===== config.mk =====
export PLATFORM = sky130hd
export DESIGN_NAME = gui_screen_ctrl
export DESIGN_NICKNAME = d
export VERILOG_FILES = /design/src/rtl/gui_pkg.sv /design/src/rtl/gui_pixel_mux.sv /design/src/rtl/gui_screen_ctrl.sv
export SDC_FILE = /design/constraint.sdc
export NUM_CORES = 1
export LEC_CHECK = 0
export ABC_AREA = 1
export ABC_CLOCK_PERIOD_IN_PS = 1600
export CORE_UTILIZATION = 37
export CTS_CLUSTER_DIAMETER = 40
export DETAILED_ROUTE_END_ITERATION = 7
export PLACE_DENSITY_LB_ADDON = 0.15
export SLEW_MARGIN = 20
export SYNTH_ARGS = -nofsm -noshare
export SYNTH_HDL_FRONTEND = slang
export SYNTH_SLANG_ARGS = --single-unit

===== constraint.sdc =====
create_clock -name clk -period 1.6 [get_ports clk]
set_clock_uncertainty 0.1 [all_clocks]
set_input_delay 0.16 -clock clk [delete_from_list [all_inputs] [get_ports clk]]
set_output_delay 0.16 -clock clk [all_outputs]
set_load 0.005 [all_outputs]

===== src/rtl/gui_pkg.sv =====
// Shared definitions for the GUI screen path: screen-phase encodings, raster
// geometry and the overlay ROM key colour.
package gui_pkg;

    typedef enum logic [1:0] {
        S_TITLE      = 2'd0,
        S_PLAY       = 2'd1,
        S_OVER_BLINK = 2'd2,
        S_OVER_WAIT  = 2'd3
    } gui_state_t;

    localparam int unsigned H_RANGE = 640;
    localparam int unsigned V_RANGE = 480;

    // Overlay ROMs use this colour as "transparent"; upstream turns it into *_on.
    localparam logic [11:0] RGB_TRANSPARENT = 12'hFF0;

endpackage


===== src/rtl/gui_pixel_mux.sv =====
// Registered fixed-priority pixel compositor: blanking, title overlay,
// game-over overlay, then the game layer.
module gui_pixel_mux #(
    parameter int unsigned RGB_W = 12
) (
    input  logic             clk,
    input  logic             rst,
    input  logic             video_on,
    input  logic             title_vis,
    input  logic             title_on,
    input  logic [RGB_W-1:0] title_rgb,
    input  logic             over_vis,
    input  logic             over_on,
    input  logic [RGB_W-1:0] over_rgb,
    input  logic [RGB_W-1:0] game_rgb,
    output logic [RGB_W-1:0] rgb_out
);

    logic [RGB_W-1:0] rgb_d;

    always_comb begin
        rgb_d = game_rgb;
        if (!video_on) begin
            rgb_d = '0;
        end else if (title_vis && title_on) begin
            rgb_d = title_rgb;
        end else if (over_vis && over_on) begin
            rgb_d = over_rgb;
        end
    end

    always_ff @(posedge clk) begin
        if (rst) begin
            rgb_out <= '0;
        end else begin
            rgb_out <= rgb_d;
        end
    end

endmodule


===== src/rtl/gui_screen_ctrl.sv =====
// GUI screen sequencer: title -> play -> game-over blink -> game-over wait,
// gating the game logic and compositing the overlay layers.
module gui_screen_ctrl
    import gui_pkg::*;
#(
    parameter int unsigned BLINK_FRAMES = 120,
    parameter int unsigned BLINK_SHIFT  = 3,
    parameter int unsigned RGB_W        = 12
) (
    input  logic             clk,
    input  logic             rst,
    input  logic             frame_tick,
    input  logic             start_btn,
    input  logic             game_over_evt,
    input  logic             video_on,
    input  logic [RGB_W-1:0] game_rgb,
    input  logic [RGB_W-1:0] title_rgb,
    input  logic             title_on,
    input  logic [RGB_W-1:0] over_rgb,
    input  logic             over_on,
    output logic [RGB_W-1:0] rgb_out,
    output logic             game_run,
    output logic             game_rst,
    output logic [1:0]       state
);

    localparam logic [7:0] BLINK_LAST = 8'(BLINK_FRAMES - 1);

    gui_state_t cur_state;
    logic [7:0] frame_cnt;
    logic       start_q;
    logic       start_edge;
    logic       title_vis;
    logic       over_vis;

    assign start_edge = start_btn & ~start_q;
    assign state      = cur_state;

    // start_q resets high so a button held through reset never looks like a press.
    always_ff @(posedge clk) begin
        if (rst) begin
            cur_state <= S_TITLE;
            frame_cnt <= '0;
            start_q   <= 1'b1;
            game_run  <= 1'b0;
            game_rst  <= 1'b0;
        end else begin
            start_q  <= start_btn;
            game_rst <= 1'b0;
            case (cur_state)
                S_TITLE: begin
                    game_run <= 1'b0;
                    if (start_edge) begin
                        cur_state <= S_PLAY;
                        game_rst  <= 1'b1;
                        game_run  <= 1'b1;
                    end
                end
                S_PLAY: begin
                    game_run <= 1'b1;
                    if (game_over_evt) begin
                        cur_state <= S_OVER_BLINK;
                        game_run  <= 1'b0;
                        frame_cnt <= '0;
                    end
                end
                S_OVER_BLINK: begin
                    game_run <= 1'b0;
                    if (frame_tick) begin
                        if (frame_cnt == BLINK_LAST) begin
                            cur_state <= S_OVER_WAIT;
                            frame_cnt <= '0;
                        end else begin
                            frame_cnt <= frame_cnt + 8'd1;
                        end
                    end
                end
                S_OVER_WAIT: begin
                    game_run <= 1'b0;
                    if (start_edge) begin
                        cur_state <= S_PLAY;
                        game_rst  <= 1'b1;
                        game_run  <= 1'b1;
                    end
                end
                default: begin
                    cur_state <= S_TITLE;
                    game_run  <= 1'b0;
                end
            endcase
        end
    end

    // Visibility reads the live state register, so a phase change shows on the next pixel.
    always_comb begin
        title_vis = (cur_state == S_TITLE);
        over_vis  = (cur_state == S_OVER_WAIT) ||
                    ((cur_state == S_OVER_BLINK) && !frame_cnt[BLINK_SHIFT]);
    end

    gui_pixel_mux #(
        .RGB_W (RGB_W)
    ) u_pixel_mux (
        .clk       (clk),
        .rst       (rst),
        .video_on  (video_on),
        .title_vis (title_vis),
        .title_on  (title_on),
        .title_rgb (title_rgb),
        .over_vis  (over_vis),
        .over_on   (over_on),
        .over_rgb  (over_rgb),
        .game_rgb  (game_rgb),
        .rgb_out   (rgb_out)
    );

endmodule


Word level (Yosys, flattened, before mapping)
Index checks and enable logic that the tools add are counted.
{"block": "totals", "regBits": 25, "input_bits": 44, "out_inout_bits": 16, "elab_cells": 45}
{"block": "classes", "add_sub_neg": 1, "eq_ne": 8, "mux": 14, "bitwise": 4, "n_reduce_logical": 12}
{"cell": "$mux 12", "count": 2}
{"cell": "$mux 8", "count": 3}
{"cell": "$pmux 8 s2", "count": 1}
{"cell": "$add 8x1->8 const B", "count": 1}
{"cell": "$eq 8x7->1 const B", "count": 1}
{"cell": "$mux 2", "count": 4}
{"cell": "$ne 2x2->1 const B", "count": 3}
{"cell": "$pmux 2 s3", "count": 1}
{"cell": "$reduce_or 2->1", "count": 3}
{"cell": "$eq 2x2->1 const B", "count": 2}
{"cell": "$reduce_and 4->1", "count": 1}
{"cell": "$logic_and 1x1->1", "count": 3}
{"cell": "$not 1->1", "count": 3}
{"cell": "$pmux 1 s3", "count": 1}
{"cell": "$reduce_and 3->1", "count": 1}
{"cell": "$eq 2x1->1 const B", "count": 1}
{"cell": "$logic_not 2->1", "count": 1}
{"cell": "$mux 1", "count": 2}
{"cell": "$ne 2x1->1 const B", "count": 1}
{"cell": "$reduce_bool 2->1", "count": 1}
{"cell": "$and 1x1->1", "count": 1}
{"cell": "$logic_not 1->1", "count": 1}
{"cell": "$logic_or 1x1->1", "count": 1}

Longest topological paths before layout
{"block": "depth", "word_depth": 6, "mapped_depth": 11, "mapped_depth_nobuf": 10}

Cells and area by module
Synthesis repeated with hierarchy kept, for this count alone.
{"block": "hier_totals", "hier_cells": 204, "hier_area_um2": 1353.8}
{"mod": "gui_screen_ctrl", "instances": 1, "cells_per_inst": 98, "area_per_inst_um2": 704.4, "seq_area_each_um2": 260.2}
{"mod": "gui_pixel_mux", "instances": 1, "cells_per_inst": 106, "area_per_inst_um2": 649.4, "seq_area_each_um2": 240.2}

Worst setup path after synthesis
No wires, ideal clock.
{"block": "synth_path", "path_kind": "register -> register", "start": "reg cur_state[0] (netlist: state[0])", "end": "reg frame_cnt[1]", "setup_time_ns": 0.116, "arrival_ns": 1.323, "required_ns": 1.384, "slack_ns": 0.061, "path_stages_with_launch": 9, "path_buffers": 0, "synth_period_minus_slack_ns": 1.539, "path_cell_list": "dfxtp_1 inv_1 ha_1 nand2_1 nand2_2 nor2_4 nand2_1 nand2_2 nor2_1"}
{"block": "synth_between", "elab_chain_len": 3, "word_cells_on_any_way": 7, "cone_classes": "eq/ne (4); mux (1); reduce/logical (2)"}
{"item": "start: declaration", "line": "gui_screen_ctrl.sv:29", "source": "gui_state_t cur_state;"}
{"item": "start signal: assignment", "line": "gui_screen_ctrl.sv:42", "source": "cur_state <= S_TITLE;"}
{"item": "start signal: assignment", "line": "gui_screen_ctrl.sv:54", "source": "cur_state <= S_PLAY;"}
{"item": "start signal: assignment", "line": "gui_screen_ctrl.sv:62", "source": "cur_state <= S_OVER_BLINK;"}
{"item": "$eq 2x1->1 or $eq 2x2->1 (tied branches)", "line": "gui_screen_ctrl.sv:50", "source": "case (cur_state)"}
{"item": "$ne 2x2->1 (no source line) or $reduce_bool 2->1 (tied branches)"}
{"item": "$reduce_and 3->1 (no source line)"}
{"item": "end signal: assignment", "line": "gui_screen_ctrl.sv:74", "source": "frame_cnt <= frame_cnt + 8'd1;"}
{"item": "end: declaration", "line": "gui_screen_ctrl.sv:30", "source": "logic [7:0] frame_cnt;"}
Parallel ways exist; a longest one is shown, timed or not.
A chain may end at the register's enable or synchronous reset.

Worst setup path after layout
{"block": "layout_path", "start": "reg cur_state[0] (netlist: state[0])", "end": "out state[0]"}
{"item": "end: declaration", "line": "gui_screen_ctrl.sv:24", "source": "output logic [1:0] state"}
No word-level cell between the ends.

==> run_results.csv <==
group,metric,value,unit
synth,yosysTopAreaCell,"dfxtp_1",
global_route,grt_overflow,0,
global_route,grt_pass1_wl,5.161,mm
detailed_routing,wirelength,3.281,mm
floorplan,die_w,61.67,µm
detailed_routing,drcViolationCount,0,
run,maxCapViolCount,0,
floorplan,rows,21,
floorplan,core_area,3363,µm²
sta,timing.hold.ws,0.3405,ns
setup_path,critPathTopFamily,"buffers and inverters",
hold_path,min_path_type,"in -> reg",
sta,max_freq,0.6501,GHz
detailed_routing,vias_per_cell,4.487,
cells_and_area,fin_nets,322,
sta,tightest_slew,0.2627,ns
pwr,pwr-share-comb,0.554,
placement,port-buffer-count,59,
sta,fin_setup_tns,0,ns
global_route,grt.total_usage,0.1827,
synth,yosys.area_share.adder,0.04748,
global_route,grt_max_degree,25,
clock_tree,cts_tree,"built",
setup_path,crit_chain,"buf_4, clkdlybuf4s50_1",
sta,layout_min_cycle_time,1.538,ns
clock_tree,cts-root-buf,"clkbuf_4",
setup_path,cp_slowest_cell,"clkdlybuf4s50_1",
synth,synth_xor_area_frac,0.006648,
floorplan,die-area,3803,µm²
setup_path,crit_path_max_fanout,3,
global_route,antenna_found_initial,0,
sta,setup_violations,0,
cells_and_area,postLayoutCoreUtil,0.6243,
setup_path,endpoint_kind,"primary output",
pwr,finalPower,2.357,mW
synth,synth_top_family_by_area,"simple AND/OR/NAND/NOR gates",
placement,place_hpwl,2.417,mm
sta,finalCritPeriodShare,0.9614,
setup_path,critPathKind,"reg -> out",
synth,synth_top_area_frac,0.3799,
detailed_routing,vias,1427,
floorplan,start_util,0.3917,
clock_tree,cts_buffers,3,
detailed_routing,drt_iter0_markers,64,
pwr,seqPwrFrac,0.327,
setup_path,slowest_delay,0.48,ns
cells_and_area,diodes,0,
cells_and_area,nFillCells,351,
clock_tree,postCtsHoldBufs,0,
clock_tree,cts_buffer_depth,2,
setup_path,worstPathArrival,1.28,ns
detailed_routing,ant_nets,0,
synth,syn_area,1318,µm²
pwr,powerDensity,1123,nW/µm²
clock_tree,cts.sinks,25,
synth,ys_top_cells_by_area,"dfxtp_1, nand2_1, nor2_1, inv_1, nand3_1",
synth,synth.yosys.seq_area_share,0.3799,
cells_and_area,drive_gt1_frac,0.1103,
cells_and_area,area_growth,59.35,%
synth,synth_compound_area_frac,0.03704,
setup_path,crit_buf_inv,2,
sta,finalMaxSlewViolations,0,
floorplan,io_pins,60,
pwr,peakVddDrop,0.0008388,V
synth,syn_inst,204,
synth,synth_simple_gate_area_frac,0.4302,
clock_tree,htreeDepth,1,
synth,yosysWarningCount,0,
sta,hold_viol,0,
synth,synth_seq_cells,25,
pwr,switching_share,0.3886,
cells_and_area,final_common_cell,"nand2_1",
detailed_routing,drtPass1Iterations,4,
setup_path,cp.required,1.34,ns
placement,gp_congestion,0.7640,
sta,relSlewSlack,0.8242,
detailed_routing,wl_per_cell,10.32,µm
synth,syn_avg_cell_area,6.458,µm²
pwr,intPower,1.441,mW
synth,yosys.cell_types.count,22,
pwr,p_clk_frac,0.119,
synth,synth_mux_area_frac,0,
status,status,"finished clean",
cells_and_area,layout_common_cells,"nand2_1, clkdlybuf4s50_1, nor2_1, inv_1, dfxtp_1",
setup_path,startpoint_type,"flop",
clock_tree,worstSkewPairLatency,0.32,ns
pwr,switchingPower,916.0,µW
floorplan,fp.dieH,61.67,µm
global_route,grt_pass1_vias,1223,
clock_tree,clkTransAtPathRegs,0.13,ns
synth,synth_nets,253,
pwr,leakagePower,1.021,nW
==> power groups by stage <==
stage          clock [mW]  sequential, mW  combinational (mW)
6_report            0.281           0.771                1.31
3_3_place_gp            0           0.775                1.19
4_1_cts             0.300           0.766                1.23
5_1_grt             0.314           0.784                1.48
3_5_place_dp            0           0.776                1.20
2_1_floorplan           0           0.780               0.716
==> cells by family after synthesis <==
family	Yosys count
buffers and inverters	32
XOR/XNOR	1
AND/OR/NAND/NOR	132
flip-flops	25
AO/OA/AOI/OAI	9
adder cells (fa/ha/maj)	5
==> what timing repair did <==
action                                  CTS  global route
resized for setup                         2             9
pin swaps                                 1             1
buffers inserted                          0             1
endpoints found under the hold margin     0             0
gates cloned                              1             0
endpoints found under the setup margin    6            21
==> Yosys cell counts, drive strengths merged <==
library cell and n:
a21o 1, a21oi 5, buf 3, clkbuf 2, dfxtp 25, ha 5
inv 27, nand2 65, nand3 18, nand3b 1, nand4 2, nor2 41
nor3 2, o21ai 3, or2 3, xor2 1
==> path summary, 6_finish.rpt <==
path,end,from,cells past startpoint,slack (ns)
setup / recovery,state[0],state[0]$_SDFFE_PP0P_,2,0.06
hold / removal,game_rst$_SDFF_PP0_,start_btn,3,0.34
setup reg to reg,frame_cnt[6]$_SDFFE_PP0P_,state[1]$_SDFFE_PP0P_,8,0.08
hold reg to reg,frame_cnt[6]$_SDFFE_PP0P_,frame_cnt[6]$_SDFFE_PP0P_,2,0.39
==> registers in the layout (all words and copies together), names as in the netlist <==
register and count:
u_pixel_mux.rgb_out 12, frame_cnt 8, state 2, game_rst 1, game_run 1, start_q 1
==> stage by stage <==
| stage | setup WS [ns] | cell area, µm² | cells |
|---|---|---|---|
| 4_1_cts | 0.001831 | 2059 | 317 |
| 2_1_floorplan | 0.06093 | 1318 | 204 |
| 5_1_grt | -0.01036 | 2100 | 318 |
| 3_5_place_dp | -0.01055 | 2022 | 312 |
| 6_report | 0.06173 | 2100 | 318 |
| 3_3_place_gp | 0.01532 | 2022 | 312 |
==> tightest hold or removal path, delay by kind of cell <==
kind / cells / cell delay [ns]
simple gates: 2 / 0.13
buf+inv: 1 / 0.44
==> final cells by class <==
| cell class | instances | area, µm² | area share |
|---|---|---|---|
| Timing Repair Buffer | 68 | 685.7 | 0.3266 |
| Multi-Input combinational cell | 148 | 723.2 | 0.3445 |
| Inverter | 27 | 101.3 | 0.04827 |
| Clock inverter | 1 | 5.005 | 0.002384 |
| Tap cell | 46 | 57.56 | 0.02741 |
| Sequential cell | 25 | 504.2 | 0.2402 |
| Clock buffer | 3 | 22.52 | 0.01073 |
==> layer usage <==
metal / track usage / wire (µm) / up-vias
li1: - / - / 759
met1: 0.2376 / 1529 / 630
met2: 0.3041 / 1587 / 34
met3: 0.04832 / 130 / 4
met4: 0.03810 / 34 / 0
met5: 0 / 0 / -
(Power assumes the default switching activity.)
